File: src/rtl/mpeg2_seq_ctrl_if.sv
// mpeg2_seq_ctrl_if: config, source, encoder and status signals of the sequence controller
interface mpeg2_seq_ctrl_if #(
  parameter int XL = 7,
  parameter int YL = 6
);
  logic        cfg_start;
  logic [XL:0] cfg_xsize16;
  logic [YL:0] cfg_ysize16;
  logic [15:0] cfg_nframes;
  logic        cfg_stop;
  logic        s_valid;
  logic        s_ready;
  logic [95:0] s_pix;
  logic [XL:0] enc_xsize16;
  logic [YL:0] enc_ysize16;
  logic        enc_en;
  logic [95:0] enc_pix;
  logic        enc_sequence_stop;
  logic        enc_sequence_busy;
  logic        busy;
  logic        done;
  logic        err_cfg;
  logic [15:0] frame_cnt;
  modport master (
    output cfg_start, cfg_xsize16, cfg_ysize16, cfg_nframes, cfg_stop, s_valid, s_pix, enc_sequence_busy,
    input  s_ready, enc_xsize16, enc_ysize16, enc_en, enc_pix, enc_sequence_stop, busy, done, err_cfg, frame_cnt
  );
  modport slave (
    input  cfg_start, cfg_xsize16, cfg_ysize16, cfg_nframes, cfg_stop, s_valid, s_pix, enc_sequence_busy,
    output s_ready, enc_xsize16, enc_ysize16, enc_en, enc_pix, enc_sequence_stop, busy, done, err_cfg, frame_cnt
  );
endinterface

File: src/rtl/mpeg2_seq_ctrl.sv
// mpeg2_seq_ctrl: sequences pixel beats from a source into an MPEG2 encoder frame by frame
module mpeg2_seq_ctrl #(
  parameter int XL = 7,
  parameter int YL = 6
) (
  input logic clk,
  input logic rst,
  mpeg2_seq_ctrl_if.slave bus
);
  typedef enum logic [1:0] {IDLE, RUN, STOP, DRAIN} state_t;
  localparam logic [XL:0] XMIN = (XL+1)'(4);
  localparam logic [XL:0] XMAX = (XL+1)'(1) << XL;
  localparam logic [YL:0] YMIN = (YL+1)'(4);
  localparam logic [YL:0] YMAX = (YL+1)'(1) << YL;
  state_t state, state_nx;
  logic [XL:0] xs;
  logic [YL:0] ys;
  logic [15:0] nframes, fcnt, fc_nx;
  logic [XL+2:0] beat;
  logic [YL+4:0] row;
  logic [95:0] enc_pix;
  logic stop_pend, seen_busy, enc_en, enc_stop, busy_q, done_q, err_q;
  logic cfg_ok, start_ok, ready, hs, beat_last, row_last, at_bound, end_cond, frame_end, end_fe, drain_ok;
  // Decode handshake, frame position and the end-of-sequence conditions
  always_comb begin
    cfg_ok = bus.cfg_xsize16 >= XMIN && bus.cfg_xsize16 <= XMAX && bus.cfg_ysize16 >= YMIN && bus.cfg_ysize16 <= YMAX;
    start_ok = state == IDLE && bus.cfg_start && cfg_ok;
    beat_last = beat == {xs, 2'b00} - (XL+3)'(1);
    row_last = row == {ys, 4'b0000} - (YL+5)'(1);
    at_bound = ~|beat && ~|row;
    end_cond = (|nframes && fcnt >= nframes) || stop_pend;
    ready = state == RUN && !(at_bound && end_cond);
    hs = ready && bus.s_valid;
    frame_end = hs && beat_last && row_last;
    fc_nx = frame_end && ~&fcnt ? fcnt + 16'd1 : fcnt;
    end_fe = (|nframes && fc_nx >= nframes) || stop_pend;
    drain_ok = !bus.enc_sequence_busy && (seen_busy || ~|fcnt);
  end
  // Next state: a frame-end (or an idle boundary) with the end condition stops the sequence
  always_comb begin
    state_nx = state == IDLE ? (start_ok ? RUN : IDLE)
             : state == RUN ? ((frame_end && end_fe) || (at_bound && end_cond) ? STOP : RUN)
             : state == STOP ? DRAIN
             : (drain_ok ? IDLE : DRAIN);
  end
  // State register
  always_ff @(posedge clk) state <= rst ? IDLE : state_nx;
  // Registered outputs, position counters and sequence flags
  always_ff @(posedge clk) begin
    if (rst) begin
      xs <= '0;
      ys <= '0;
      nframes <= '0;
      fcnt <= '0;
      beat <= '0;
      row <= '0;
      enc_pix <= '0;
      stop_pend <= 1'b0;
      seen_busy <= 1'b0;
      enc_en <= 1'b0;
      enc_stop <= 1'b0;
      busy_q <= 1'b0;
      done_q <= 1'b0;
      err_q <= 1'b0;
    end else begin
      enc_en <= hs;
      if (hs) enc_pix <= bus.s_pix;
      enc_stop <= state == STOP;
      busy_q <= state_nx != IDLE;
      done_q <= state == DRAIN && drain_ok;
      err_q <= state == IDLE && bus.cfg_start && !cfg_ok;
      if (start_ok) begin
        xs <= bus.cfg_xsize16;
        ys <= bus.cfg_ysize16;
        nframes <= bus.cfg_nframes;
        fcnt <= '0;
        beat <= '0;
        row <= '0;
        stop_pend <= 1'b0;
        seen_busy <= 1'b0;
      end else begin
        if (state != IDLE && bus.enc_sequence_busy) seen_busy <= 1'b1;
        if (state == RUN && bus.cfg_stop) stop_pend <= 1'b1;
        if (hs) beat <= beat_last ? '0 : beat + (XL+3)'(1);
        if (hs && beat_last) row <= row_last ? '0 : row + (YL+5)'(1);
        fcnt <= fc_nx;
      end
    end
  end
  assign bus.s_ready = ready;
  assign bus.enc_xsize16 = xs;
  assign bus.enc_ysize16 = ys;
  assign bus.enc_en = enc_en;
  assign bus.enc_pix = enc_pix;
  assign bus.enc_sequence_stop = enc_stop;
  assign bus.busy = busy_q;
  assign bus.done = done_q;
  assign bus.err_cfg = err_q;
  assign bus.frame_cnt = fcnt;
endmodule

File: src/flat_wrapper.sv
// flat-port wrapper written by rule: the top's interface ports become plain ports
module mpeg2_seq_ctrl_flat 
#(
  parameter int XL = 7,
  parameter int YL = 6
)
  (clk, rst, bus_cfg_start, bus_cfg_xsize16, bus_cfg_ysize16, bus_cfg_nframes, bus_cfg_stop, bus_s_valid, bus_s_pix, bus_enc_sequence_busy, bus_s_ready, bus_enc_xsize16, bus_enc_ysize16, bus_enc_en, bus_enc_pix, bus_enc_sequence_stop, bus_busy, bus_done, bus_err_cfg, bus_frame_cnt);
  mpeg2_seq_ctrl_if #(.XL(XL), .YL(YL)) bus_i ();
  input logic clk;
  input logic rst;
  input wire logic [$bits(bus_i.cfg_start)-1:0] bus_cfg_start;
  input wire logic [$bits(bus_i.cfg_xsize16)-1:0] bus_cfg_xsize16;
  input wire logic [$bits(bus_i.cfg_ysize16)-1:0] bus_cfg_ysize16;
  input wire logic [$bits(bus_i.cfg_nframes)-1:0] bus_cfg_nframes;
  input wire logic [$bits(bus_i.cfg_stop)-1:0] bus_cfg_stop;
  input wire logic [$bits(bus_i.s_valid)-1:0] bus_s_valid;
  input wire logic [$bits(bus_i.s_pix)-1:0] bus_s_pix;
  input wire logic [$bits(bus_i.enc_sequence_busy)-1:0] bus_enc_sequence_busy;
  output wire logic [$bits(bus_i.s_ready)-1:0] bus_s_ready;
  output wire logic [$bits(bus_i.enc_xsize16)-1:0] bus_enc_xsize16;
  output wire logic [$bits(bus_i.enc_ysize16)-1:0] bus_enc_ysize16;
  output wire logic [$bits(bus_i.enc_en)-1:0] bus_enc_en;
  output wire logic [$bits(bus_i.enc_pix)-1:0] bus_enc_pix;
  output wire logic [$bits(bus_i.enc_sequence_stop)-1:0] bus_enc_sequence_stop;
  output wire logic [$bits(bus_i.busy)-1:0] bus_busy;
  output wire logic [$bits(bus_i.done)-1:0] bus_done;
  output wire logic [$bits(bus_i.err_cfg)-1:0] bus_err_cfg;
  output wire logic [$bits(bus_i.frame_cnt)-1:0] bus_frame_cnt;
  assign bus_i.cfg_start = bus_cfg_start;
  assign bus_i.cfg_xsize16 = bus_cfg_xsize16;
  assign bus_i.cfg_ysize16 = bus_cfg_ysize16;
  assign bus_i.cfg_nframes = bus_cfg_nframes;
  assign bus_i.cfg_stop = bus_cfg_stop;
  assign bus_i.s_valid = bus_s_valid;
  assign bus_i.s_pix = bus_s_pix;
  assign bus_i.enc_sequence_busy = bus_enc_sequence_busy;
  assign bus_s_ready = bus_i.s_ready;
  assign bus_enc_xsize16 = bus_i.enc_xsize16;
  assign bus_enc_ysize16 = bus_i.enc_ysize16;
  assign bus_enc_en = bus_i.enc_en;
  assign bus_enc_pix = bus_i.enc_pix;
  assign bus_enc_sequence_stop = bus_i.enc_sequence_stop;
  assign bus_busy = bus_i.busy;
  assign bus_done = bus_i.done;
  assign bus_err_cfg = bus_i.err_cfg;
  assign bus_frame_cnt = bus_i.frame_cnt;
  mpeg2_seq_ctrl #(.XL(XL), .YL(YL)) u_core (.clk(clk), .rst(rst), .bus(bus_i));
endmodule
File: config.mk
export PLATFORM = sky130hd
export DESIGN_NAME = mpeg2_seq_ctrl_flat
export DESIGN_NICKNAME = d
export VERILOG_FILES = /design/src/rtl/mpeg2_seq_ctrl_if.sv /design/src/rtl/mpeg2_seq_ctrl.sv /design/src/flat_wrapper.sv
export SDC_FILE = /design/constraint.sdc
export NUM_CORES = 1
export LEC_CHECK = 0
export CORE_ASPECT_RATIO = 1.25
export CORE_UTILIZATION = 50
export DETAILED_ROUTE_END_ITERATION = 10
export PLACE_DENSITY = 0.86
export SYNTH_ARGS = -nofsm -noshare
export SYNTH_HDL_FRONTEND = slang
export SYNTH_SLANG_ARGS = --single-unit
File: constraint.sdc
create_clock -name clk -period 7.3 [get_ports clk]
set_input_delay 1.46 -clock clk [delete_from_list [all_inputs] [get_ports clk]]
set_output_delay 1.46 -clock clk [all_outputs]
set_load 0.02 [all_outputs]
======== Word level (Yosys, flattened, before mapping) ========
Cells that the tools add are included.
W data, S select, Z words.
operators by class
  equal/unequal tests ..................... 5
  reductions and logical operators ........ 40
  $mul .................................... 0
  divide/modulo/power cells ............... 0
  bitwise operators ....................... 0
  $lt $le $gt $ge ......................... 6
  shifts and indexed selects .............. 0
  multiplexer cells ....................... 9
  add/sub/neg operators ................... 5
operators with widths
  cell                     count
  $ge A16 B16 Y1           2
  $reduce_or A16 Y1        2
  $logic_and A1 B1 Y1      20
  $add A16 B1 Y16 const B  1
  $mux W16                 1
  $reduce_and A16 Y1       1
  $add A11 B1 Y11 const B  1
  $eq A11 B11 Y1           1
  $mux W11                 1
  $reduce_or A11 Y1        1
  $sub A11 B1 Y11 const B  1
  $add A10 B1 Y10 const B  1
  $eq A10 B10 Y1           1
  $mux W10                 1
  $mux W2                  5
  $reduce_or A10 Y1        1
  $sub A10 B1 Y10 const B  1
  $ge A8 B3 Y1 const B     1
  $le A8 B8 Y1 const B     1
  $ge A7 B3 Y1 const B     1
  $le A7 B7 Y1 const B     1
  $logic_not A1 Y1         7
  $eq A2 B2 Y1 const B     2
  $logic_or A1 B1 Y1       4
  other kinds (5)          6
storage, ports and cells
  memories ................................ 0
  bits of input ports ..................... 133
  bits in latches ......................... 0
  word-level logic and storage cells ...... 80
  output and inout port bits .............. 133
  RAM bits ................................ 0
  register bits after elaboration ......... 173
  ROM bits ................................ 0

======== Longest topological paths before layout ========
  depth in word-level cells ............... 20
  mapped depth ............................ 18
  depth with buffers taken out ............ 17

======== Worst setup path after synthesis ========
Ideal clock, no wire load.
  path kind ............................... input to register
  from .................................... input port bus_s_valid
  to ...................................... register u_core.state[1]
  data arrival time ....................... 4.437 ns
  slack ................................... 2.749 ns
  path buffers ............................ 1
  setup time .............................. 0.114 ns
  stages .................................. 15
  data required time ...................... 7.186 ns
  path through ............................ nand2_1 > nor3_1 > o211ai_1 > or4_4 > a211oi_2 > clkbuf_1 > nand3_1 > xnor2_1 > ha_1 > a21o_1 > a21o_1 > a221oi_1 > o21ai_0 > a31o_2 > nor2b_1
on the way
  word-level cells in the longest chain between the ends .. 13
ends and longest elaborated chain
  what                              RTL line              text
  start, declared                   flat_wrapper.sv:16    input wire logic [$bits(bus_i.s_valid)-1:0] bus_s_valid;
  $logic_and A1 B1 Y1               mpeg2_seq_ctrl.sv:33  hs = ready && bus.s_valid;
  $logic_and A1 B1 Y1 (2 in a row)  mpeg2_seq_ctrl.sv:34  frame_end = hs && beat_last && row_last;
  $logic_and A1 B1 Y1               mpeg2_seq_ctrl.sv:35  fc_nx = frame_end && ~&fcnt ? fcnt + 16'd1 : fcnt;
  $mux W16                          mpeg2_seq_ctrl.sv:35
  named net u_core.fc_nx[9]         mpeg2_seq_ctrl.sv:18  logic [15:0] nframes, fcnt, fc_nx;
  $ge A16 B16 Y1                    mpeg2_seq_ctrl.sv:36  end_fe = (|nframes && fc_nx >= nframes) || stop_pend;
  $logic_and A1 B1 Y1               mpeg2_seq_ctrl.sv:36
  $logic_or A1 B1 Y1                mpeg2_seq_ctrl.sv:36
  $logic_and A1 B1 Y1               mpeg2_seq_ctrl.sv:42  : state == RUN ? ((frame_end && end_fe) || (at_bound && end_cond) ? STOP : RUN)
  $logic_or A1 B1 Y1                mpeg2_seq_ctrl.sv:42
  $mux W2 (2 in a row)              mpeg2_seq_ctrl.sv:42
  $mux W2                           mpeg2_seq_ctrl.sv:41  state_nx = state == IDLE ? (start_ok ? RUN : IDLE)
  end signal, assigned              mpeg2_seq_ctrl.sv:47  always_ff @(posedge clk) state <= rst ? IDLE : state_nx;
  end, declared                     mpeg2_seq_ctrl.sv:15  state_t state, state_nx;
The timed path passes the listed nets, and every way through them passes these cells.
A chain may end at the register's enable or synchronous reset.

======== Worst setup path in the final report ========
Same ends and word-level chain as after synthesis.

==> impl_metrics.env <==
export IMPL_status="finished, final reports clean"
export IMPL_synth_top_cells_by_count="dfxtp_1, nor2_1, mux2i_1"
export IMPL_syn_area_um2=8080
export IMPL_start_util_pct=51.5
export IMPL_yosys_area_top_type="dfxtp_1"
export IMPL_cts_hold_fix_buffers=0
export IMPL_place_hpwl_mm=18.1
export IMPL_viasPerCell=5.49
export IMPL_irDropWorstVdd_mv=0.151
export IMPL_dominantRegCellSynth="dfxtp_1"
export IMPL_ctsLongestPathBuffers=2
export IMPL_cts_buffers=17
export IMPL_wl_mm=24.3
export IMPL_ys_ff_latch=173
export IMPL_cts_tree="done"
export IMPL_layout_min_cycle_time_ns=5.01
export IMPL_critical_path_cell_chain="clkdlybuf4s50_1 > nand2_1 > nor3_1 > o211ai_1 > or4_4 > a2111oi_2 > mux2_2 > ha_1 > a211oi_1 > o211ai_1 > a221oi_1 > o21ai_0 > a31o_2 > nor2b_1"
export IMPL_fin_setup_tns_ns=0
export IMPL_final_setup_skew_ns=0.0166
export IMPL_syn_inst=886
export IMPL_rows=51
export IMPL_setup_viol_count_final=0
export IMPL_ant_nets=0
export IMPL_synth_nets=1059
export IMPL_first_global_vias=7418
export IMPL_grt_overflow_total=0
export IMPL_dr_pass1_iters=5
export IMPL_synth_warnings=0
export IMPL_slew_violations=0
export IMPL_cp_slowest_cell="clkdlybuf4s50_1"
export IMPL_dieArea_um2=16700
export IMPL_crit_top_cell="o211ai_1"
export IMPL_cts_sinks=173
export IMPL_path_clk_slew_ns=0.07
export IMPL_io_pins=266
export IMPL_multi_input_area_um2=4300
export IMPL_worst_pin_slew_ns=1.20
export IMPL_drv_cap=0
export IMPL_synth_distinct_cells=53
export IMPL_p_leak_nw=4.27
export IMPL_cp_end_kind="register"
export IMPL_area_delta_synth_final_pct=41.5
export IMPL_clk_latency_ns=0.44
export IMPL_portBuffers=265
export IMPL_die_x_um=116
export IMPL_htreeDepth=4
export IMPL_async_reset_ff_share_pct=0
export IMPL_drtIter0Drc=607
export IMPL_clock_root_buffer="clkbuf_16"
export IMPL_num_vias=7431
export IMPL_rsz0062_at_grt="no"
export IMPL_drive_gt1_share_pct=4.47
export IMPL_worst_path_max_fanout=3
export IMPL_finalHoldViolCount=0
export IMPL_syn_avg_cell_area_um2=9.12
export IMPL_grtUsageTotal_pct=29.4
export IMPL_hold_class="reg2reg"
export IMPL_crit_type="in2reg"
export IMPL_antenna_found_initial=1
export IMPL_fillers=1176
export IMPL_powerDensity_nw_per_um2=216
export IMPL_required_ns=7.63
export IMPL_avgRoutedWirePerCell_um=17.9
export IMPL_cts_setup_buffers=0
export IMPL_cpPeakStageDelay_ns=0.49
export IMPL_gp_congestion=0.897
export IMPL_grt_max_degree=106
export IMPL_cts_resized=0
export IMPL_fin_crit_sh_pct=68.7
export IMPL_synthTopCellsByArea="dfxtp_1, mux2i_1, ha_1"
export IMPL_core_area_um2=15700
export IMPL_nets=1301
export IMPL_relSlewSlack_pct=19.8
export IMPL_arrival_ns=5.34
export IMPL_pre_cts_slack_ns=1.85
export IMPL_die_h_um=144
export IMPL_synth_top_area_share_pct=42.9
export IMPL_setup_ws_ns=2.29
export IMPL_timing_fmax_mhz=199
export IMPL_regArea_um2=3460
export IMPL_grt_first_pass_wirelength_mm=37.4
export IMPL_synth_edf_count=0
export IMPL_drc=0
export IMPL_start_kind="input port"
export IMPL_synth_most_common_cell="dfxtp_1"
export IMPL_ys_seq_area_share_pct=42.9
final timing paths:
path	startpoint	endpoint	slack (ns)	cells past startpoint
worst min-delay path	u_core.beat[0]	u_core.beat[0]	0.47	2
worst max register to register	u_core.bus.frame_cnt[2]	u_core.state[1]	2.59	14
worst max-delay path	bus_s_valid	u_core.state[1]	2.29	14
worst min register to register	u_core.beat[0]	u_core.beat[0]	0.47	2
cells in the final DEF, fill, tap and decap left out, types with 5 or more instances in the layout:
cell type and n:
xnor2_1 28, clkdlybuf4s50_1 264, nand2b_1 13, a21o_1 10, nor3_1 17, dfxtp_1 173, nand3_1 23, inv_1 35
a22o_1 11, and3_1 10, xor2_1 9, clkbuf_16 17, buf_4 5, and2_1 5, o21ai_0 35, nand4_1 15
nor2_1 129, nand2_1 67, ha_1 40, nor4_1 18, a21oi_1 25, nor3b_1 6, mux2i_1 107, a32o_1 6
critical path: cells and delay by family:
family | cells | cell delay [ns]
mux | 1 | 0.40
buf+inv | 1 | 0.49
simple gates | 4 | 0.86
fa+ha+maj | 1 | 0.28
compound gates | 7 | 1.85
state kept, by name (all words and copies together) (netlist names), 2 cells and up:
| name | count |
|---|---|
| u_core.beat | 10 |
| u_core.bus.enc_pix | 96 |
| u_core.bus.enc_xsize16 | 8 |
| u_core.bus.enc_ysize16 | 7 |
| u_core.bus.frame_cnt | 16 |
| u_core.nframes | 16 |
| u_core.row | 11 |
| u_core.state | 2 |
cell type report:
class / instances / area share (%)
clock inverter: 14 / 1.31
sequential: 173 / 30.3
timing repair buffer: 269 / 23.4
tap: 212 / 2.32
multi-input combinational: 632 / 37.6
antenna: 1 / 0.0219
inverter: 35 / 1.15
clock buffer: 18 / 3.84
report_power, final:
group	switching [mW]	total, mW	internal (mW)	leakage [nW]
combinational	0.265	0.517	0.252	2.58
sequential	0.0373	1.04	1.00	1.40
clock	0.420	0.914	0.494	0.282
kinds of logic after synthesis:
family,after synthesis,synth area share [%]
compound gates,124,10.6
xor+xnor,37,4.01
fa+ha+maj,40,6.19
buf+inv,81,4.15
flops,173,42.9
mux,108,13.4
simple gates,323,18.8
metrics by stage:
step	hold slack [ns]	instances	cell area, um^2	util, %	total power, mW
after floorplan	0.438	886	8080	-	1.34
after global placement	0.458	1321	10800	69.1	1.56
after detailed placement	0.465	1321	10800	69.1	1.57
after CTS	0.474	1353	11400	72.8	2.48
after global routing	0.490	1353	11400	72.8	2.56
final	0.472	1354	11400	72.9	2.47
metal layers:
metal | up-vias | track usage [%] | wire [um]
li1 | 3604 | - | -
met2 | 297 | 50.6 | 11900
met4 | 0 | 14.9 | 976
met3 | 60 | 8.72 | 1960
met1 | 3470 | 32.9 | 9420
met5 | - | 0 | 0
(Power assumes the default switching activity.)
